## src/rtl/decode_issue_stage.sv

```systemverilog
// decode_issue_stage
//   Decode / register-fetch stage that feeds the ALU. It decodes a MIPS-style
//   instruction, reads rs/rt from the register file, and loads A, B, immediate,
//   ALUOp and dest into an output register on a valid/ready handshake.
//   A busy-bit scoreboard blocks issue while a source is still owed a result
//   by writeback.
// Ports
//   clk, reset            clock and synchronous active-high reset
//   in_valid/in_ready     fetch-side handshake, in_instr is the instruction
//   out_valid/out_ready   ALU-side handshake for the output register
//   A, B, immediate       operands (B and immediate zero when unused)
//   ALUOp                 00 add, 01 sub, 10 add-imm, 11 invalid
//   dest, dest_we         destination register and write-back request
//   wb_en/wb_addr/wb_data writeback port into the register file
module decode_issue_stage #(
  parameter int DATA_W = 32,
  parameter int NREGS  = 32,
  parameter int ADDR_W = 5
) (
  input  logic              clk,
  input  logic              reset,
  input  logic              in_valid,
  output logic              in_ready,
  input  logic [31:0]       in_instr,
  output logic              out_valid,
  input  logic              out_ready,
  output logic [DATA_W-1:0] A,
  output logic [DATA_W-1:0] B,
  output logic [15:0]       immediate,
  output logic [1:0]        ALUOp,
  output logic [ADDR_W-1:0] dest,
  output logic              dest_we,
  input  logic              wb_en,
  input  logic [ADDR_W-1:0] wb_addr,
  input  logic [DATA_W-1:0] wb_data
);

  localparam logic [1:0] OP_ADD  = 2'b00;
  localparam logic [1:0] OP_SUB  = 2'b01;
  localparam logic [1:0] OP_ADDI = 2'b10;
  localparam logic [1:0] OP_INV  = 2'b11;

  logic [DATA_W-1:0] regs [NREGS];
  logic [NREGS-1:0]  busy;

  logic [5:0]        op;
  logic [5:0]        funct;
  logic [ADDR_W-1:0] rs;
  logic [ADDR_W-1:0] rt;
  logic [ADDR_W-1:0] rd;
  logic [15:0]       imm;
  logic              unused_shamt;

  assign op    = in_instr[31:26];
  assign rs    = in_instr[25:21];
  assign rt    = in_instr[20:16];
  assign rd    = in_instr[15:11];
  assign funct = in_instr[5:0];
  assign imm   = in_instr[15:0];
  assign unused_shamt = ^in_instr[10:6];

  logic              isAdd;
  logic              isSub;
  logic              isAddi;
  logic              isRtype;
  logic [1:0]        aluopNext;
  logic [ADDR_W-1:0] destNext;
  logic              destWeNext;
  logic [15:0]       immNext;

  assign isAdd   = (op == 6'h00) && (funct == 6'h20);
  assign isSub   = (op == 6'h00) && (funct == 6'h22);
  assign isAddi  = (op == 6'h08);
  assign isRtype = isAdd || isSub;

  always_comb begin
    aluopNext = OP_INV;
    destNext  = '0;
    immNext   = '0;
    if (isAdd) begin
      aluopNext = OP_ADD;
      destNext  = rd;
    end else if (isSub) begin
      aluopNext = OP_SUB;
      destNext  = rd;
    end else if (isAddi) begin
      aluopNext = OP_ADDI;
      destNext  = rt;
      immNext   = imm;
    end
  end

  assign destWeNext = (isRtype || isAddi) && (destNext != '0);

  // Source reads: reg 0 is constant zero, and a same-cycle writeback to the
  // source is forwarded so the consumer can issue in the clearing cycle.
  logic              wbHitRs;
  logic              wbHitRt;
  logic [DATA_W-1:0] rsVal;
  logic [DATA_W-1:0] rtVal;

  assign wbHitRs = wb_en && (wb_addr == rs) && (rs != '0);
  assign wbHitRt = wb_en && (wb_addr == rt) && (rt != '0);

  always_comb begin
    rsVal = '0;
    rtVal = '0;
    if (rs != '0) rsVal = wbHitRs ? wb_data : regs[rs];
    if (rt != '0) rtVal = wbHitRt ? wb_data : regs[rt];
  end

  // rt only counts as a source for R-type; rs is always treated as read.
  logic hazard;
  logic accept;

  assign hazard = ((rs != '0) && busy[rs] && !wbHitRs) ||
                  (isRtype && (rt != '0) && busy[rt] && !wbHitRt);

  assign in_ready = (!out_valid || out_ready) && !hazard;
  assign accept   = in_valid && in_ready;

  always_ff @(posedge clk) begin
    if (reset) begin
      out_valid <= 1'b0;
      A         <= '0;
      B         <= '0;
      immediate <= '0;
      ALUOp     <= OP_INV;
      dest      <= '0;
      dest_we   <= 1'b0;
    end else if (accept) begin
      out_valid <= 1'b1;
      A         <= rsVal;
      B         <= isRtype ? rtVal : '0;
      immediate <= immNext;
      ALUOp     <= aluopNext;
      dest      <= destNext;
      dest_we   <= destWeNext;
    end else if (out_ready) begin
      out_valid <= 1'b0;
    end
  end

  // Register file and scoreboard. The busy set is written after the clear so
  // that a new producer claiming the same register in this cycle wins.
  always_ff @(posedge clk) begin
    if (reset) begin
      for (int i = 0; i < NREGS; i++) regs[i] <= '0;
      busy <= '0;
    end else begin
      if (wb_en && (wb_addr != '0)) begin
        regs[wb_addr] <= wb_data;
        busy[wb_addr] <= 1'b0;
      end
      if (accept && destWeNext) busy[destNext] <= 1'b1;
    end
  end

endmodule

```

## config.mk

```make
export PLATFORM = sky130hd
export DESIGN_NAME = decode_issue_stage
export DESIGN_NICKNAME = d
export VERILOG_FILES = /design/src/rtl/decode_issue_stage.sv
export SDC_FILE = /design/constraint.sdc
export NUM_CORES = 2
export LEC_CHECK = 0
export BUFFER_PORTS_ARGS = -buffer_cell sky130_fd_sc_hd__clkbuf_2
export CAP_MARGIN = 0
export CORE_MARGIN = 4
export CORE_UTILIZATION = 40
export DETAILED_ROUTE_END_ITERATION = 10
export PLACE_DENSITY_LB_ADDON = 0.25
export SYNTH_ARGS = -nofsm -noshare
export SYNTH_HDL_FRONTEND = slang
export SYNTH_SLANG_ARGS = --single-unit
```

## constraint.sdc

```tcl
create_clock -name clk -period 6.25 [get_ports clk]
set_input_delay 0.625 -clock clk [delete_from_list [all_inputs] [get_ports clk]]
set_output_delay 0.625 -clock clk [all_outputs]
set_load 0.02 [all_outputs]
```

==> After elaboration in Yosys (flattened, before gate mapping) <==
Memories as Yosys holds them, arrays and structs flattened.
Index checks and enable logic that the tools add are counted.
{ "totals": {"out_inout_bits": 90, "input_bits": 74, "ram_bits": 1024, "word_cells": 91, "register_bits": 121, "mem_count": 1} }
{ "op_classes": {"mux": 35, "magnitude_cmp": 6, "n_eq_ne": 5, "reduce_logical": 33, "bitwise": 3} }
{ "memory_table": {"columns": ["memory", "words", "width", "read_ports", "rd_clocked_by_memory_dff", "write_ports", "line_no", "rtl"], "rows": [
  ["regs", 32, 32, 2, 0, 32, "43", "logic [DATA_W-1:0] regs [NREGS];"]
]} }
{ "ops": {"columns": ["op", "n"], "rows": [
  ["32-bit two-way mux", 9],
  ["16-bit two-way mux", 3],
  ["32-bit bitwise AND", 1],
  ["32-bit inverter", 1],
  ["32-bit bitwise OR", 1],
  ["32-bit OR reduction", 1],
  ["5-bit by 6-bit < comparator with 1-bit output (second input constant)", 4],
  ["5-bit two-way mux", 4],
  ["5-bit nonzero test", 4],
  ["1-bit logical AND", 18],
  ["1-bit two-way mux", 13],
  ["6-bit equality test (second input constant)", 2],
  ["1-bit binary-select mux with 5-bit select", 2],
  ["1-bit demux with 5-bit select", 2],
  ["5-bit equality test", 2],
  ["5-bit by 1-bit >= comparator with 1-bit output (second input constant)", 2],
  ["6-bit by 4-bit equality test with 1-bit output (second input constant)", 1],
  ["6-bit logical NOT", 1],
  ["1-bit logical NOT", 4],
  ["1-bit logical OR", 4],
  ["2-bit two-way mux", 2],
  ["2-bit nonzero test", 1]
]} }

==> Longest topological paths before layout <==
{ "logic_depth": {"ltp_word": 12, "depth_mapped": 12, "depth_no_buf": 6} }

==> Worst setup path after synthesis <==
Ideal clock, no wire load.
{ "synth_path": {"path_type": "input to output", "startpoint": "input in_instr[16]", "endpoint": "output in_ready", "setup_slack_ps": 3206, "t_arrival_ps": 2419, "t_required_ps": 5625, "path_stages": 7, "cell_sequence": "buf_2 > or3_1 > o211ai_2 > o211ai_1 > o32ai_2 > clkbuf_1 > nor2_1"} }
{ "synth_between": {"elab_chain_cells": 8, "elab_cells_between_ends": 13, "classes_between": "eq/ne: 1; mux: 2; reduce/logical: 10"} }
{ "synth_lines": {"columns": ["element", "line_no", "rtl"], "rows": [
  ["start, declared", "24", "input logic [31:0] in_instr,"],
  ["parallel branches: the longest is 4 deep, another holds 1-bit binary-select mux with 5-bit select", null, null],
  ["1-bit logical AND *", "117", "(isRtype && (rt != '0) && busy[rt] && !wbHitRt);"],
  ["1-bit logical OR *", "116", "assign hazard = ((rs != '0) && busy[rs] && !wbHitRs) ||"],
  ["1-bit logical NOT *", "119", "assign in_ready = (!out_valid || out_ready) && !hazard;"],
  ["1-bit logical AND *", "119", null],
  ["end, declared", "23", "output logic in_ready,"]
]} }
Mark *: on every way between the ends. The select of a mux whose other input is x is not followed.

==> Worst setup path after layout <==
{ "layout_path": {"startpoint": "input in_instr[19]", "endpoint": "output in_ready"} }
Same word-level chain as after synthesis.

==> impl_metrics.yaml <==
clock_tree:
  h-tree-depth: 4
  cts-root-buf: "clkbuf_16"
  clk_pin_slew_ns: 0.06
  cts_hold_buf: 0
  post_cts_buffers: 0
  clock_sinks: 1145
  cts_made_buffers: 133
  clkLatencyLatePin_ns: 0.76
  cts_resized: 0
  cts_tree: "built"
  clk_path_buf_depth: 3
cells_and_area:
  drive_above_1_share_pct: 23.77
  register_area_um2: 33170
  nFillCells: 13230
  area_growth_pct: 11.48
  nets: 4355
  multi_input_area_um2: 25780
global_route:
  grt_max_degree: 126
  globalRouteOverflowTotal: 0
  grt_pass1_vias: 39062
  grt_use_total_pct: 26.72
  grt_pass1_wl_um: 299000
  antenna_found_initial: 22
sta:
  hold_viol_final: 0
  tightest_slew_ns: 1.341
  setup_slack_ns: 2.012
  drv_slew: 0
  timing.final.crit_share_pct: 67.81
  fmax_mhz: 236.0
  period_minus_slack_ns: 4.238
  setup_viol: 0
  fin_skew_ns: 0.02688
  rsz0062_at_grt: "false"
  slew_headroom_pct: 9.909
  fin_tns_setup_ns: 0
synth:
  synthTopCellsByCount: "edfxtp_1, and2_1, mux4_2"
  netlist_instances: 4290
  syn_area_um2: 60570
  synthArstFlopShare_pct: 0
  ys_seq_area_share_pct: 54.77
  synth_top_area_cell: "edfxtp_1"
  synth_cell_type_count: 70
  yosys.area.top_type_share_pct: 50.77
  synthMostInstantiatedCell: "edfxtp_1"
  ys.flop_type: "edfxtp_1"
  yosys_register_bits: 1145
  synth.top_cells.by_area: "edfxtp_1, mux4_2, and2_1"
  yosysWarnings: 0
  syn_area_per_cell_um2: 14.12
  synth_edf_count: 1024
outcome:
  status: "finished clean"
floorplan:
  core_um2: 150100
  ios: 164
  dieArea_um2: 157700
  die_w_um: 397.1
  die_height_um: 397.1
  num_rows: 142
  start_util_pct: 40.34
critical_path:
  worstSetupPathType: "in2out"
  end_kind: "primary output"
  cp.required_ns: 5.62
  rrSetupSlack_ns: 3.07
  worstSetupStartpointType: "input port"
  worstPathArrival_ns: 3.61
  path_max_fanout: 24
detailed_routing:
  drtPass1Iterations: 5
  vias: 39947
  drc_errors: 0
  ant_nets: 0
  wl_per_cell_um: 33.36
  drt_iter0_drc: 5200
  wl_um: 213500
  via_per_inst: 6.243
min_path:
  hp-class: "in2reg"
pwr:
  power.density_nw_per_um2: 276.9
  leakage_nw: 23.90
  power.ir.vdd_worst_mv: 0.1928
place:
  gp_congestion: 0.9094
  port_buffers: 163
  dpl_worst_slack_ns: 1.709
  dpl.hpwl_um: 119900
run:
  drv_cap: 0
placed cells by master (no fill, tap or decap), types with 19 or more instances in the layout:
cell type     n
a21oi_1      41
a221oi_1     52
a22o_1       24
a31oi_1      55
and2_1      998
buf_4       105
clkbuf_1     35
clkbuf_16   138
clkbuf_2    154
clkinv_1     23
conb_1       32
dfxtp_1     121
edfxtp_1   1024
inv_1        20
mux2_1       19
mux2i_1     239
mux4_2      495
nand2_1     219
nor2_1       87
nor2_2       23
nor2b_1      30
o21ai_0      55
o21bai_1     20
o22ai_1      59
layout make-up:
type                    instances  share of cell area, %
well taps                    2016                  3.736
diodes                          3                0.01112
repair buffers                271                  2.603
clock inverters                47                 0.5466
multi-input cells            2693                  38.17
inverters                      37                 0.2094
clock buffers                 187                  5.594
flip-flops and latches       1145                  49.13
final timing paths:
check                     from       endpoint  cells past startpoint
setup / recovery  in_instr[19]       in_ready                      8
hold / removal     in_instr[8]   immediate[8]                      2
setup reg to reg      busy[23]  immediate[10]                      7
hold reg to reg          A[24]          A[24]                      2
cells by family (layout without fill, tap and decap cells):
family,count (synthesis),count (layout),synth area share [%]
simple gates,1447,1447,13.55
flops,1145,1145,54.77
mux,770,770,23.03
buf+inv,483,542,3.295
compound gates,434,434,5.216
xor+xnor,10,10,0.1446
other cells,1,35,0.006191
sequential cells by signal, indices dropped and copies added (netlist names):
register / count
ALUOp: 2
A: 32
regs: 1024
dest_we: 1
busy: 32
B: 32
out_valid: 1
dest: 5
immediate: 16
critical path: stages:
cell	delay, ns
buf_2	0.80
or2_1	0.67
o211ai_2	0.37
o211ai_1	0.42
o32ai_4	0.14
buf_4	0.25
nor2_1	0.11
clkbuf_2	0.18
per-layer routing:
metal | routed length [um] | part of all wire, % | global-route usage [%]
met1 | 83900 | 39 | 36.87
met2 | 95580 | 45 | 40.30
met5 | 83 | 0.039 | 0
met4 | 8610 | 4.0 | 10.28
met3 | 25290 | 12 | 7.405
power by group:
| part | switching (mW) | internal [mW] |
|---|---|---|
| combinational | 1.31 | 0.843 |
| clock | 3.18 | 4.40 |
| sequential | 0.211 | 8.75 |
through the flow:
stage	instance area (um^2)	hold WS, ns	util [%]	std cells	total power, mW
after floorplan	60680	0.4516	-	4321	10.40
after CTS	67520	0.06225	44.97	6396	18.75
final	67520	0.1149	44.98	6399	18.70
after global placement	63370	0.4478	42.21	6162	11.21
after detailed placement	63370	0.4508	42.21	6162	11.24
after global routing	67520	0.09781	44.97	6397	19.22
Power figures use the tool's default switching activity.
